### src/rtl/bsg_mul_booth_4_iter_if.sv
// bsg_mul_booth_4_iter_if
//   Bundles the operand handshake (valid/ready) and the product handshake
//   (valid/yumi) of the iterative Booth multiplier into one port.
//
//   Ports (signal names are from the multiplier's point of view):
//     v_i      operands valid            ready_o  multiplier can accept
//     a_i      multiplicand              b_i      multiplier
//     signed_i 1: two's complement, 0: unsigned
//     v_o      product valid             yumi_i   consumer takes product
//     z_o      2*width_p product
//
//   Modports: master = producer/consumer side, slave = multiplier side.
interface bsg_mul_booth_4_iter_if #(
  parameter int width_p = 32
);
  logic                   v_i;
  logic                   ready_o;
  logic [width_p-1:0]     a_i;
  logic [width_p-1:0]     b_i;
  logic                   signed_i;
  logic                   v_o;
  logic                   yumi_i;
  logic [2*width_p-1:0]   z_o;

  modport master (
    output v_i, a_i, b_i, signed_i, yumi_i,
    input  ready_o, v_o, z_o
  );

  modport slave (
    input  v_i, a_i, b_i, signed_i, yumi_i,
    output ready_o, v_o, z_o
  );
endinterface

### src/rtl/bsg_mul_booth_4_iter.sv
// bsg_mul_booth_4_iter
//   Iterative radix-4 Booth multiplier. One operation in flight at a time:
//   operands are accepted on v_i & ready_o, pp_per_cycle_p Booth digits are
//   accumulated per CALC cycle, and the product is held on z_o with v_o=1
//   until the consumer asserts yumi_i. A new operation may be accepted in the
//   same cycle the previous product is taken.
//
//   Ports:
//     clk_i      clock
//     reset_n_i  asynchronous active-low reset
//     bus        slave modport of bsg_mul_booth_4_iter_if (operand and
//                product handshakes, operands, product)
module bsg_mul_booth_4_iter #(
  parameter int width_p        = 32,
  parameter int pp_per_cycle_p = 1
) (
  input logic                    clk_i,
  input logic                    reset_n_i,
  bsg_mul_booth_4_iter_if.slave  bus
);

  localparam int D  = (width_p + 2) / 2;
  localparam int N  = (D + pp_per_cycle_p - 1) / pp_per_cycle_p;
  localparam int CW = (N > 1) ? $clog2(N) : 1;
  localparam int PW = 2 * width_p;

  typedef enum logic [1:0] {IDLE, CALC, DONE} state_e;

  state_e             r_state;
  logic [CW-1:0]      r_cnt;
  logic [PW-1:0]      r_acc;
  logic [width_p:0]   r_a;
  logic [width_p+2:0] r_b;

  logic               w_ready;
  logic               w_accept;
  logic               w_ext_a;
  logic               w_ext_b;
  logic [PW-1:0]      w_sum;
  logic [PW-1:0]      w_mcand;
  logic [PW-1:0]      w_pp;
  logic [2:0]         w_grp;
  int                 w_j;

  // ready_o is combinational on yumi_i so a product can be retired and the
  // next operands taken in the same cycle; gating with reset_n_i keeps it
  // low while reset is held.
  assign w_ready  = reset_n_i & ((r_state == IDLE) | ((r_state == DONE) & bus.yumi_i));
  assign w_accept = bus.v_i & w_ready;
  assign w_ext_a  = bus.signed_i & bus.a_i[width_p-1];
  assign w_ext_b  = bus.signed_i & bus.b_i[width_p-1];

  assign bus.ready_o = w_ready;
  assign bus.v_o     = (r_state == DONE);
  assign bus.z_o     = r_acc;

  // Sum of this cycle's Booth partial products. The multiplicand is
  // sign-extended to the full product width so that every partial product,
  // including negated ones, is correct modulo 2^(2*width_p). Digits beyond
  // the last one (only possible in the final iteration) contribute nothing.
  always_comb begin
    w_sum   = '0;
    w_pp    = '0;
    w_grp   = '0;
    w_j     = 0;
    w_mcand = {{(width_p-1){r_a[width_p]}}, r_a};
    for (int k = 0; k < pp_per_cycle_p; k++) begin
      w_j = int'(r_cnt) * pp_per_cycle_p + k;
      if (w_j < D) begin
        w_grp = 3'(r_b >> (2 * w_j));
        case (w_grp)
          3'b001, 3'b010: w_pp = w_mcand;
          3'b011:         w_pp = w_mcand << 1;
          3'b100:         w_pp = PW'(0) - (w_mcand << 1);
          3'b101, 3'b110: w_pp = PW'(0) - w_mcand;
          default:        w_pp = '0;
        endcase
        w_sum = w_sum + (w_pp << (2 * w_j));
      end
    end
  end

  // Control FSM and datapath registers. Operands are captured with their
  // extension bits (and the Booth guard bit below b) at accept, so signed_i
  // only matters in that cycle.
  always_ff @(posedge clk_i or negedge reset_n_i) begin
    if (!reset_n_i) begin
      r_state <= IDLE;
      r_cnt   <= '0;
      r_acc   <= '0;
      r_a     <= '0;
      r_b     <= '0;
    end else begin
      case (r_state)
        CALC: begin
          r_acc <= r_acc + w_sum;
          r_cnt <= r_cnt + CW'(1);
          if (r_cnt == CW'(N - 1)) begin
            r_state <= DONE;
          end
        end
        DONE: begin
          if (bus.yumi_i && !w_accept) begin
            r_state <= IDLE;
          end
        end
        default: ;
      endcase
      if (w_accept) begin
        r_a     <= {w_ext_a, bus.a_i};
        r_b     <= {w_ext_b, w_ext_b, bus.b_i, 1'b0};
        r_acc   <= '0;
        r_cnt   <= '0;
        r_state <= CALC;
      end
    end
  end

endmodule

### src/flat_wrapper.sv
// flat-port wrapper written by rule: the top's interface ports become plain ports
module bsg_mul_booth_4_iter_flat 
#(
  parameter int width_p        = 32,
  parameter int pp_per_cycle_p = 1
)
  (clk_i, reset_n_i, bus_v_i, bus_a_i, bus_b_i, bus_signed_i, bus_yumi_i, bus_ready_o, bus_v_o, bus_z_o);
  bsg_mul_booth_4_iter_if #(.width_p(width_p)) bus_i ();
  input logic clk_i;
  input logic reset_n_i;
  input wire logic [$bits(bus_i.v_i)-1:0] bus_v_i;
  input wire logic [$bits(bus_i.a_i)-1:0] bus_a_i;
  input wire logic [$bits(bus_i.b_i)-1:0] bus_b_i;
  input wire logic [$bits(bus_i.signed_i)-1:0] bus_signed_i;
  input wire logic [$bits(bus_i.yumi_i)-1:0] bus_yumi_i;
  output wire logic [$bits(bus_i.ready_o)-1:0] bus_ready_o;
  output wire logic [$bits(bus_i.v_o)-1:0] bus_v_o;
  output wire logic [$bits(bus_i.z_o)-1:0] bus_z_o;
  assign bus_i.v_i = bus_v_i;
  assign bus_i.a_i = bus_a_i;
  assign bus_i.b_i = bus_b_i;
  assign bus_i.signed_i = bus_signed_i;
  assign bus_i.yumi_i = bus_yumi_i;
  assign bus_ready_o = bus_i.ready_o;
  assign bus_v_o = bus_i.v_o;
  assign bus_z_o = bus_i.z_o;
  bsg_mul_booth_4_iter #(.width_p(width_p), .pp_per_cycle_p(pp_per_cycle_p)) u_core (.clk_i(clk_i), .reset_n_i(reset_n_i), .bus(bus_i));
endmodule
### config.mk
export PLATFORM = sky130hd
export DESIGN_NAME = bsg_mul_booth_4_iter_flat
export DESIGN_NICKNAME = d
export VERILOG_FILES = /design/src/rtl/bsg_mul_booth_4_iter_if.sv /design/src/rtl/bsg_mul_booth_4_iter.sv /design/src/flat_wrapper.sv
export SDC_FILE = /design/constraint.sdc
export NUM_CORES = 1
export LEC_CHECK = 0
export BUFFER_PORTS_ARGS = -buffer_cell sky130_fd_sc_hd__buf_2
export CORE_ASPECT_RATIO = 1.4
export CORE_MARGIN = 4
export CORE_UTILIZATION = 55
export DETAILED_ROUTE_END_ITERATION = 8
export PLACE_DENSITY = 0.72
export SYNTH_ARGS = -nofsm -noshare
export SYNTH_HDL_FRONTEND = slang
export SYNTH_SLANG_ARGS = --single-unit
### constraint.sdc
create_clock -name clk_i -period 9 [get_ports clk_i]
set_input_delay 0.9 -clock clk_i [delete_from_list [all_inputs] [get_ports clk_i]]
set_output_delay 0.9 -clock clk_i [all_outputs]
set_load 0.02 [all_outputs]
==> impl_metrics.env <==
export IMPL_status="finished clean"
export IMPL_vias=13700
export IMPL_crit_slowest_cell="nor4_2"
export IMPL_cts_buffers=17
export IMPL_fin_nets=1957
export IMPL_gp_congestion=1.09
export IMPL_peakVddDrop_mv=0.133
export IMPL_tritoncts="done"
export IMPL_core_area_um2=23400
export IMPL_die_h_um=191
export IMPL_p_seq_frac=0.379
export IMPL_arrival_ps=8720
export IMPL_setup_slack_ps=662
export IMPL_grt_pass1_vias=13400
export IMPL_ios=135
export IMPL_ys_warn_count=0
export IMPL_route_detailed_drc=0
export IMPL_synth_edf_count=0
export IMPL_most_common_layout_cells="nand2_1, o21ai_0, dfrtp_1"
export IMPL_hpwl_um=34200
export IMPL_area_delta_synth_final_pct=11.1
export IMPL_p_per_area_nw_per_um2=118
export IMPL_synth_main_ff_cell="dfrtp_1"
export IMPL_vias_per_cell=6.42
export IMPL_grt_busiest_layer="met2"
export IMPL_use_met2=0.602
export IMPL_path_clk_slew_ps=70
export IMPL_max_freq_mhz=120
export IMPL_critPathMaxStageDelay_ps=840
export IMPL_power_clock_fraction=0.415
export IMPL_p_int_uw=1150
export IMPL_clk_latency_ps=450
export IMPL_ys_seq_elements=137
export IMPL_tightest_slew_ps=1230
export IMPL_cts_resized=0
export IMPL_fin_crit_ps=8340
export IMPL_grt_max_degree=97
export IMPL_power_switching_share=0.332
export IMPL_fp_dieW_um=138
export IMPL_end_kind="flip-flop"
export IMPL_wl_per_cell_um=21.4
export IMPL_relSlewSlack=0.169
export IMPL_cp_data_required_time_ps=9380
export IMPL_tns_ps=0
export IMPL_final_area_um2=14500
export IMPL_cts_hold_fix_buffers=0
export IMPL_root_buffer="clkbuf_16"
export IMPL_dp_slack_ps=905
export IMPL_initial_core_util=0.560
export IMPL_drive_above_1_share=0.147
export IMPL_total_power_uw=1710
export IMPL_final_common_cell="nand2_1"
export IMPL_comb_power_share=0.206
export IMPL_syn_num_nets=1888
export IMPL_whs_ps=441
export IMPL_clock_skew_final_ps=11.9
export IMPL_wirelength_um=45800
export IMPL_netlist_instances=1752
export IMPL_hold_path_class="in2async"
export IMPL_htreeDepth=4
export IMPL_setup_viol=0
export IMPL_path_common_cell="a21oi_1"
export IMPL_path_class="reg2reg"
export IMPL_dieArea_um2=26400
export IMPL_fin_crit_sh=0.926
export IMPL_yosysSeqAreaShare=0.262
export IMPL_place_area_um2=14000
export IMPL_grt_use_met3=0.0434
export IMPL_slew_viol_final=0
export IMPL_grt_total_usage=0.341
export IMPL_p_switching_uw=568
export IMPL_grt_pass1_wl_um=71900
export IMPL_cp_max_fo=17
export IMPL_final_antenna_net_count=0
export IMPL_rows=66
export IMPL_syn_area_um2=13100
export IMPL_final_hold_viol_count=0
export IMPL_cap_violations=0
export IMPL_clkSinkCount=137
export IMPL_grt_overflow_total=0
export IMPL_ys_async_sr_fraction=1.00
export IMPL_clockBufferDepth=2
export IMPL_grt_antenna_before_repair=0
export IMPL_io_buffers=134
export IMPL_grtUsageMet1=0.396
export IMPL_grt_setup_unrepaired="no"
export IMPL_post_cts_buffers=0
export IMPL_antenna_cells=0
export IMPL_syn_avg_cell_area_um2=7.47
export IMPL_yosysUniqueCellTypes=87
export IMPL_leakage_uw=0.00672
export IMPL_dr_pass1_iters=8
export IMPL_start_kind="flip-flop"
export IMPL_drt_iter0_drc=1250
==> state kept, by name (all words and copies together), names as in the netlist <==
signal and count:
u_core.r_cnt 5, u_core.bus.z_o 64, u_core.r_a 33, u_core.r_state 2, u_core.r_b 33
==> cells in the mapped netlist (6+ instances only) <==
cell / instances / area (µm²)
nand2_1: 357 / 1340
o21ai_0: 143 / 716
dfrtp_1: 137 / 3430
nor2_1: 132 / 495
a21oi_1: 128 / 641
clkbuf_1: 85 / 319
nand3_1: 71 / 355
ha_1: 66 / 826
xnor2_1: 51 / 447
mux2i_1: 42 / 420
nor3_1: 42 / 210
xor2_1: 40 / 350
inv_1: 38 / 143
a21o_1: 34 / 255
buf_1: 22 / 82.6
o22ai_1: 22 / 138
a211oi_1: 19 / 143
o21bai_1: 19 / 143
a31oi_1: 17 / 106
mux4_2: 15 / 338
nand4_1: 14 / 87.6
o21a_1: 13 / 97.6
a221oi_1: 12 / 105
buf_2: 12 / 60.1
nor4_1: 12 / 75.1
or3_1: 12 / 75.1
and2_1: 11 / 68.8
mux2_2: 10 / 113
nor2b_1: 10 / 62.6
o221ai_1: 10 / 87.6
a22oi_1: 9 / 67.6
and3_1: 9 / 56.3
o31ai_1: 9 / 67.6
o211ai_1: 8 / 60.1
o41ai_1: 7 / 61.3
a21boi_0: 6 / 45.0
nand2b_1: 6 / 37.5
or2_2: 6 / 37.5
==> final cells by class <==
class,count,area (µm²)
clock inverters,14,148
flip-flops and latches,137,3430
multi-input cells,1451,9020
clock buffers,18,439
inverters,40,150
fillers,2133,8820
well taps,306,383
repair buffers,174,977
==> power groups by stage <==
stage | clock network, µW | registers [µW] | logic [µW]
2_1_floorplan | 0 | 648 | 246
3_3_place_gp | 0 | 660 | 340
3_5_place_dp | 0 | 660 | 342
4_1_cts | 719 | 649 | 346
5_1_grt | 744 | 650 | 385
6_report | 711 | 650 | 353
==> per-stage QoR <==
step                utilization  instances
CTS                       0.622       2140
detailed placement        0.597       2108
floorplan                     -       1752
global route              0.622       2140
finish                    0.622       2140
global placement          0.597       2108
==> per-layer routing <==
metal | up-vias | wire [µm] | part of all wire
met5 | - | 0 | 0
met4 | 0 | 2820 | 0.062
met3 | 160 | 2690 | 0.059
met2 | 648 | 23000 | 0.50
met1 | 6487 | 17300 | 0.38
li1 | 6449 | - | -
==> critical path, delay by kind of cell (launching register included) <==
kind                       cells  cell delay, ps
DFF                            1             610
and+or+nand+nor               11            3390
AOI/OAI and AO/OA             13            3260
adders and majority gates      1             400
buffers and inverters          1             210
muxes                          1             360
==> cell families (layout without fill, tap and decap cells) <==
group           after synthesis  count (layout)  share of synthesized area
simple gates                710             710                      0.242
compound gates              512             512                      0.249
buf+inv                     164             246                     0.0505
flops                       137             137                      0.262
xor+xnor                     92              92                     0.0621
mux                          70              70                     0.0697
fa+ha+maj                    67              67                     0.0646
==> final timing paths <==
| kind | from | endpoint | slack (ps) | cells after the start |
|---|---|---|---|---|
| max | u_core.r_cnt[3] | u_core.bus.z_o[57] | 660 | 27 |
| min | reset_n_i | u_core.r_b[1] | 440 | 1 |
| max reg2reg | u_core.r_cnt[3] | u_core.bus.z_o[57] | 660 | 27 |
| min reg2reg | u_core.r_b[15] | u_core.r_b[15] | 480 | 2 |
| max in group asynchronous | reset_n_i | u_core.r_cnt[0] | 7150 | 2 |
| min in group clk_i | u_core.r_b[15] | u_core.r_b[15] | 480 | 2 |
(Power assumes the default switching activity.)
